### config.mk
export PLATFORM = sky130hd
export DESIGN_NAME = placement_eval
export DESIGN_NICKNAME = d
export VERILOG_FILES = /design/src/rtl/placement_pkg.sv /design/src/rtl/placement_eval_edge_cost.sv /design/src/rtl/placement_eval.sv
export SDC_FILE = /design/constraint.sdc
export NUM_CORES = 1
export LEC_CHECK = 0
export CORE_MARGIN = 1
export CORE_UTILIZATION = 58
export DETAILED_ROUTE_END_ITERATION = 12
export HOLD_SLACK_MARGIN = 0.1
export MAX_ROUTING_LAYER = met4
export PLACE_DENSITY = 0.82
export SLEW_MARGIN = 30
export SYNTH_ARGS = -nofsm -noshare
export SYNTH_HDL_FRONTEND = slang
export SYNTH_SLANG_ARGS = --single-unit
### constraint.sdc
create_clock -name clk -period 8.1 [get_ports clk]
set_input_delay 1.62 -clock clk [delete_from_list [all_inputs] [get_ports clk]]
set_output_delay 1.62 -clock clk [all_outputs]
set_load 0.02 [all_outputs]
### src/rtl/placement_pkg.sv
// Shared definitions for the placement cost evaluator.
// Holds FSM state encoding, unplaced-node marker and width defaults.
package placement_pkg;

    localparam int DATA_W_DEF = 32;
    localparam int ADDR_W_DEF = 32;

    // Coordinate value marking a node the placer never placed
    localparam int POS_UNPLACED = -1;

    typedef enum logic [3:0] {
        S_IDLE,
        S_E_RD,
        S_E_LAT,
        S_A_RD,
        S_A_LAT,
        S_B_RD,
        S_B_LAT,
        S_DIFF,
        S_ACC
    } state_t;

endpackage

### src/rtl/placement_eval_edge_cost.sv
// Combinational per-edge cost terms from the two endpoint positions.
// In: ax, ay, bx, by (signed). Out: dx, dy, manh_term, hop_term, unplaced.
module edge_cost
    import placement_pkg::*;
#(
    parameter int DATA_W = DATA_W_DEF
) (
    input  logic [DATA_W-1:0] ax,
    input  logic [DATA_W-1:0] ay,
    input  logic [DATA_W-1:0] bx,
    input  logic [DATA_W-1:0] by,
    output logic [DATA_W-1:0] dx,
    output logic [DATA_W-1:0] dy,
    output logic [DATA_W-1:0] manh_term,
    output logic [DATA_W-1:0] hop_term,
    output logic              unplaced
);

    localparam logic [DATA_W-1:0] ONE = DATA_W'(1);
    localparam logic [DATA_W-1:0] UNP = DATA_W'(POS_UNPLACED);

    logic [DATA_W-1:0] sx;
    logic [DATA_W-1:0] sy;

    assign sx = ax - bx;
    assign sy = ay - by;

    // Two's-complement absolute value
    assign dx = sx[DATA_W-1] ? (~sx + ONE) : sx;
    assign dy = sy[DATA_W-1] ? (~sy + ONE) : sy;

    assign manh_term = dx + dy - ONE;

    // ceil(d/2) = (d >> 1) + d[0]
    assign hop_term = (dx >> 1) + DATA_W'(dx[0])
                    + (dy >> 1) + DATA_W'(dy[0]) - ONE;

    assign unplaced = (ax == UNP) || (ay == UNP)
                   || (bx == UNP) || (by == UNP);

endmodule

### src/rtl/placement_eval.sv
// Walks the edge list, fetches endpoint positions and sums wire costs.
// Ports: start/busy/done control, edge and position memory read ports, costs.
module placement_eval
    import placement_pkg::*;
#(
    parameter int N_EDGE = 22,
    parameter int DATA_W = DATA_W_DEF,
    parameter int ADDR_W = ADDR_W_DEF
) (
    input  logic              clk,
    input  logic              reset,
    input  logic              start,
    output logic              busy,
    output logic              done,
    output logic              edge_re,
    output logic [ADDR_W-1:0] edge_addr,
    input  logic [DATA_W-1:0] ea_data,
    input  logic [DATA_W-1:0] eb_data,
    output logic              pos_re,
    output logic [ADDR_W-1:0] pos_addr,
    input  logic [DATA_W-1:0] pos_x_data,
    input  logic [DATA_W-1:0] pos_y_data,
    output logic [DATA_W-1:0] cost_manh,
    output logic [DATA_W-1:0] cost_1hop,
    output logic              invalid,
    output logic [7:0]        skipped
);

    state_t state;
    state_t nxt;

    logic [ADDR_W-1:0] idx;
    logic [DATA_W-1:0] a;
    logic [DATA_W-1:0] b;
    logic [DATA_W-1:0] ax;
    logic [DATA_W-1:0] ay;
    logic [DATA_W-1:0] bx;
    logic [DATA_W-1:0] by;
    logic [DATA_W-1:0] manh_q;
    logic [DATA_W-1:0] hop_q;
    logic              unpl_q;

    logic [DATA_W-1:0] dx_w;
    logic [DATA_W-1:0] dy_w;
    logic [DATA_W-1:0] manh_w;
    logic [DATA_W-1:0] hop_w;
    logic              unpl_w;
    logic              last;
    logic              go;

    // Distances are only needed inside the term calculation
    logic [2*DATA_W-1:0] unused_d;
    assign unused_d = {dx_w, dy_w};

    edge_cost #(.DATA_W(DATA_W)) u_cost (
        .ax        (ax),
        .ay        (ay),
        .bx        (bx),
        .by        (by),
        .dx        (dx_w),
        .dy        (dy_w),
        .manh_term (manh_w),
        .hop_term  (hop_w),
        .unplaced  (unpl_w)
    );

    assign last = (idx == ADDR_W'(N_EDGE - 1));
    // A start coinciding with the done pulse is deliberately dropped
    assign go = start && !done;

    assign busy      = (state != S_IDLE);
    assign edge_re   = (state == S_E_RD);
    assign edge_addr = idx;
    assign pos_re    = (state == S_A_RD) || (state == S_B_RD);
    assign pos_addr  = (state == S_B_RD) ? ADDR_W'(b) : ADDR_W'(a);

    always_comb begin
        nxt = state;
        unique case (state)
            S_IDLE:  if (go) nxt = S_E_RD;
            S_E_RD:  nxt = S_E_LAT;
            S_E_LAT: nxt = S_A_RD;
            S_A_RD:  nxt = S_A_LAT;
            S_A_LAT: nxt = S_B_RD;
            S_B_RD:  nxt = S_B_LAT;
            S_B_LAT: nxt = S_DIFF;
            S_DIFF:  nxt = S_ACC;
            S_ACC:   nxt = last ? S_IDLE : S_E_RD;
            default: nxt = S_IDLE;
        endcase
    end

    always_ff @(posedge clk) begin
        if (reset) begin
            state     <= S_IDLE;
            idx       <= '0;
            a         <= '0;
            b         <= '0;
            ax        <= '0;
            ay        <= '0;
            bx        <= '0;
            by        <= '0;
            manh_q    <= '0;
            hop_q     <= '0;
            unpl_q    <= 1'b0;
            cost_manh <= '0;
            cost_1hop <= '0;
            invalid   <= 1'b0;
            skipped   <= '0;
            done      <= 1'b0;
        end else begin
            state <= nxt;
            done  <= 1'b0;
            unique case (state)
                S_IDLE: begin
                    if (go) begin
                        idx       <= '0;
                        cost_manh <= '0;
                        cost_1hop <= '0;
                        invalid   <= 1'b0;
                        skipped   <= '0;
                    end
                end
                S_E_LAT: begin
                    a <= ea_data;
                    b <= eb_data;
                end
                S_A_LAT: begin
                    ax <= pos_x_data;
                    ay <= pos_y_data;
                end
                S_B_LAT: begin
                    bx <= pos_x_data;
                    by <= pos_y_data;
                end
                S_DIFF: begin
                    manh_q <= manh_w;
                    hop_q  <= hop_w;
                    unpl_q <= unpl_w;
                end
                S_ACC: begin
                    if (unpl_q) begin
                        invalid <= 1'b1;
                        if (skipped != 8'hFF)
                            skipped <= skipped + 8'd1;
                    end else begin
                        cost_manh <= cost_manh + manh_q;
                        cost_1hop <= cost_1hop + hop_q;
                    end
                    idx <= idx + ADDR_W'(1);
                    if (last)
                        done <= 1'b1;
                end
                default: ;
            endcase
        end
    end

endmodule

==> impl_metrics.py <==
metrics = {
    "grt": {
        "overflow": 0,
        "grt_max_degree": 110,
        "grt_pass1_wl_mm": 118,
        "grt_pass1_vias": 23100,
        "antenna_found_initial": 0,
        "grt_use_total_pct": 33.5,
    },
    "place": {
        "port_buffers": 271,
        "dpl_cell_area_um2": 27700,
        "gp_congestion": 0.977,
        "dpl.hpwl_mm": 54.7,
    },
    "synth": {
        "synthesis.nets": 3662,
        "ys.warnings.count": 0,
        "synth_flop_cell": "dfxtp_1",
        "synth_edf_count": 0,
        "yosysSeqAreaShare_pct": 29.7,
        "async_flop_share_pct": 0,
        "synthesis.area_um2": 24700,
        "synthCells": 3331,
        "syn_area_per_cell_um2": 7.41,
        "synth.distinct_cells": 83,
        "synth_seq_cells": 367,
    },
    "clock_network": {
        "clk_latency_ps": 570,
        "holdBufCountCts": 0,
        "cts_buffers": 40,
        "htreeDepth": 2,
        "cts_buffer_depth": 3,
        "cts_resized": 0,
        "cts_sinks": 367,
        "tritoncts": "yes",
        "clockRootBuffer": "clkbuf_16",
        "post-cts-setup-buffers": 0,
        "clk_pin_slew_worst_paths_ps": 60,
    },
    "timing": {
        "fmax_ghz": 0.154,
        "setup_viol": 0,
        "relSlewSlack_pct": 39.9,
        "period_needed_ps": 6500,
        "timing.hold.ws_ps": 449,
        "skew_ps": 17.9,
        "drv_slew": 0,
        "fin_crit_sh_pct": 80.2,
        "setup_tns_ps": 0,
        "hold_viol_final": 0,
        "worstMarginPinSlew_ps": 899,
        "rsz0062_at_grt": "no",
    },
    "drt": {
        "drt-initial-drc-count": 2017,
        "wl_per_cell_um": 17.8,
        "drt-vias-per-instance": 5.99,
        "drt-total-wl_mm": 72.5,
        "num_vias": 24400,
        "first_pass_iters": 6,
        "ant_nets": 0,
        "drcViolationCount": 0,
    },
    "floorplan": {
        "rows": 75,
        "dieArea_um2": 43400,
        "fp.dieW_um": 208,
        "ios": 272,
        "fp.dieH_um": 208,
        "initial_core_util_pct": 58.9,
        "core_area_um2": 41900,
    },
    "worst_setup_path": {
        "slowest_stage": "a221oi_1",
        "slowest_delay_ps": 440,
        "worst-path-buf-inv": 4,
        "path_class": "register to register",
        "r2r_slack_ps": 1600,
        "required_ps": 8590,
        "crit_family": "compound AO/OA/AOI/OAI gates",
        "worstSetupStartpointType": "register",
        "arrival_ps": 6990,
        "critPathMaxFanout": 33,
        "cp-end-kind": "register",
    },
    "final_layout": {
        "fill_cells": 3521,
        "final_cell_area_um2": 29000,
        "final_util_pct": 69.2,
        "area.growth.synth_to_final_pct": 17.6,
        "antennaDiodeCount": 0,
        "drive_gt1_share_pct": 4.89,
        "regArea_um2": 7350,
        "multiInputGateArea_um2": 16100,
        "nets": 3836,
    },
    "power": {
        "vdd.ir_drop.worst_mv": 0.410,
        "cellLeakagePower_nw": 11.5,
        "finalPower_mw": 12.5,
        "power.density_nw_per_um2": 430,
    },
    "hold_path": {
        "hold_class": "register to register",
    },
    "run_status": {
        "status": "completed",
    },
    "job": {
        "drv_cap": 0,
    },
}
cell type report:
| class | instances | share of cell area (%) |
|---|---|---|
| clock buffers | 64 | 4.35 |
| clock inverters | 9 | 0.280 |
| inverters | 173 | 2.24 |
| multi-input cells | 2631 | 55.6 |
| flip-flops and latches | 367 | 25.3 |
| well taps | 539 | 2.32 |
| repair buffers | 292 | 9.90 |
worst paths after layout:
path              startpoint          to  cells after the start
setup / recovery       by[1]  manh_q[28]                     27
hold / removal          a[4]        a[4]                      2
setup reg to reg       by[1]  manh_q[28]                     27
hold reg to reg         a[4]        a[4]                      2
power breakdown:
part / leakage (nW) / switching, mW / total [mW] / internal, mW
combinational: 7.90 / 5.64 / 8.75 / 3.11
sequential: 2.96 / 0.0253 / 1.86 / 1.84
clock: 0.670 / 0.753 / 1.85 / 1.10
routing by layer:
metal	vias up	share of wire [%]	wire length [um]	GRT usage, %
li1	12000	-	-	-
met5	-	0	0	-
met2	808	48	34600	55.3
met1	11500	44	32200	42.9
met3	145	4.5	3250	2.73
met4	0	3.4	2450	11.9
state kept, by name, indices dropped and copies added (netlist names), 8 cells and up:
| name | cells |
|---|---|
| edge_addr | 32 |
| ay | 32 |
| by | 32 |
| skipped | 8 |
| hop_q | 32 |
| a | 32 |
| manh_q | 32 |
| b | 32 |
| ax | 32 |
| bx | 32 |
| cost_manh | 32 |
| cost_1hop | 32 |
worst min-delay path, cell delays in order, from the launching register on:
cell	delay, ps
dfxtp_1	300
nand2_1	50
a21oi_1	50
cells in the mapped netlist, types with 10 or more instances:
| cell type | count | area, um^2 |
|---|---|---|
| o211ai_1 | 18 | 135 |
| nor3_1 | 46 | 230 |
| or3_1 | 29 | 181 |
| nand2_1 | 650 | 2440 |
| nand3_1 | 75 | 375 |
| o31ai_1 | 10 | 75.1 |
| mux2_2 | 35 | 394 |
| or2_2 | 18 | 113 |
| a21oi_1 | 462 | 2310 |
| xnor2_1 | 123 | 1080 |
| a31oi_1 | 33 | 206 |
| o21bai_1 | 19 | 143 |
| ha_1 | 193 | 2410 |
| nand2b_1 | 26 | 163 |
| clkbuf_1 | 146 | 548 |
| nor2b_1 | 16 | 100 |
| nor2_1 | 214 | 803 |
| inv_1 | 173 | 649 |
| xor2_1 | 92 | 806 |
| dfxtp_1 | 367 | 7350 |
| and3_1 | 26 | 163 |
| nand4_1 | 67 | 419 |
| nor4_1 | 25 | 156 |
| a211oi_1 | 17 | 128 |
| a21o_1 | 93 | 698 |
| o21a_1 | 30 | 225 |
| o21ai_0 | 116 | 581 |
| a22oi_1 | 43 | 323 |
cells by family (layout without fill, tap and decap cells):
group | after synthesis | count (layout) | share of synthesized area, %
compound gates | 936 | 936 | 22.8
buf+inv | 333 | 538 | 5.12
fa+ha+maj | 200 | 200 | 10.3
xor+xnor | 216 | 216 | 7.69
mux | 39 | 39 | 1.76
flops | 367 | 367 | 29.7
simple gates | 1240 | 1240 | 22.5
layout by cell type (no fill, tap or decap), types with 8 or more instances in the layout:
cell	synthesis	layout
nand2_1	650	649
a21oi_1	462	462
dfxtp_1	367	367
clkdlybuf4s50_1	0	270
nor2_1	214	209
ha_1	193	193
inv_1	173	173
xnor2_1	123	123
o21ai_0	116	116
a21o_1	93	93
xor2_1	92	92
nand3_1	75	74
nand4_1	67	67
nor3_1	46	44
a22oi_1	43	43
clkbuf_16	0	42
mux2_2	35	35
a31oi_1	33	33
o21a_1	30	30
or3_1	29	28
and3_1	26	26
nand2b_1	26	26
nor4_1	25	25
buf_4	0	21
o21bai_1	19	19
o211ai_1	18	18
or2_2	18	18
nor2b_1	16	16
a211oi_1	17	16
clkbuf_8	0	13
o31ai_1	10	10
o21ai_1	9	9
clkbuf_1	146	9
o22ai_1	8	8
metrics by stage:
stage	worst slack, ps	std cells
after global placement	1750	4002
after global routing	1140	4075
final	1600	4075
after detailed placement	1730	4002
after CTS	1680	4075
after floorplan	2290	3331
(Power assumes the default switching activity.)
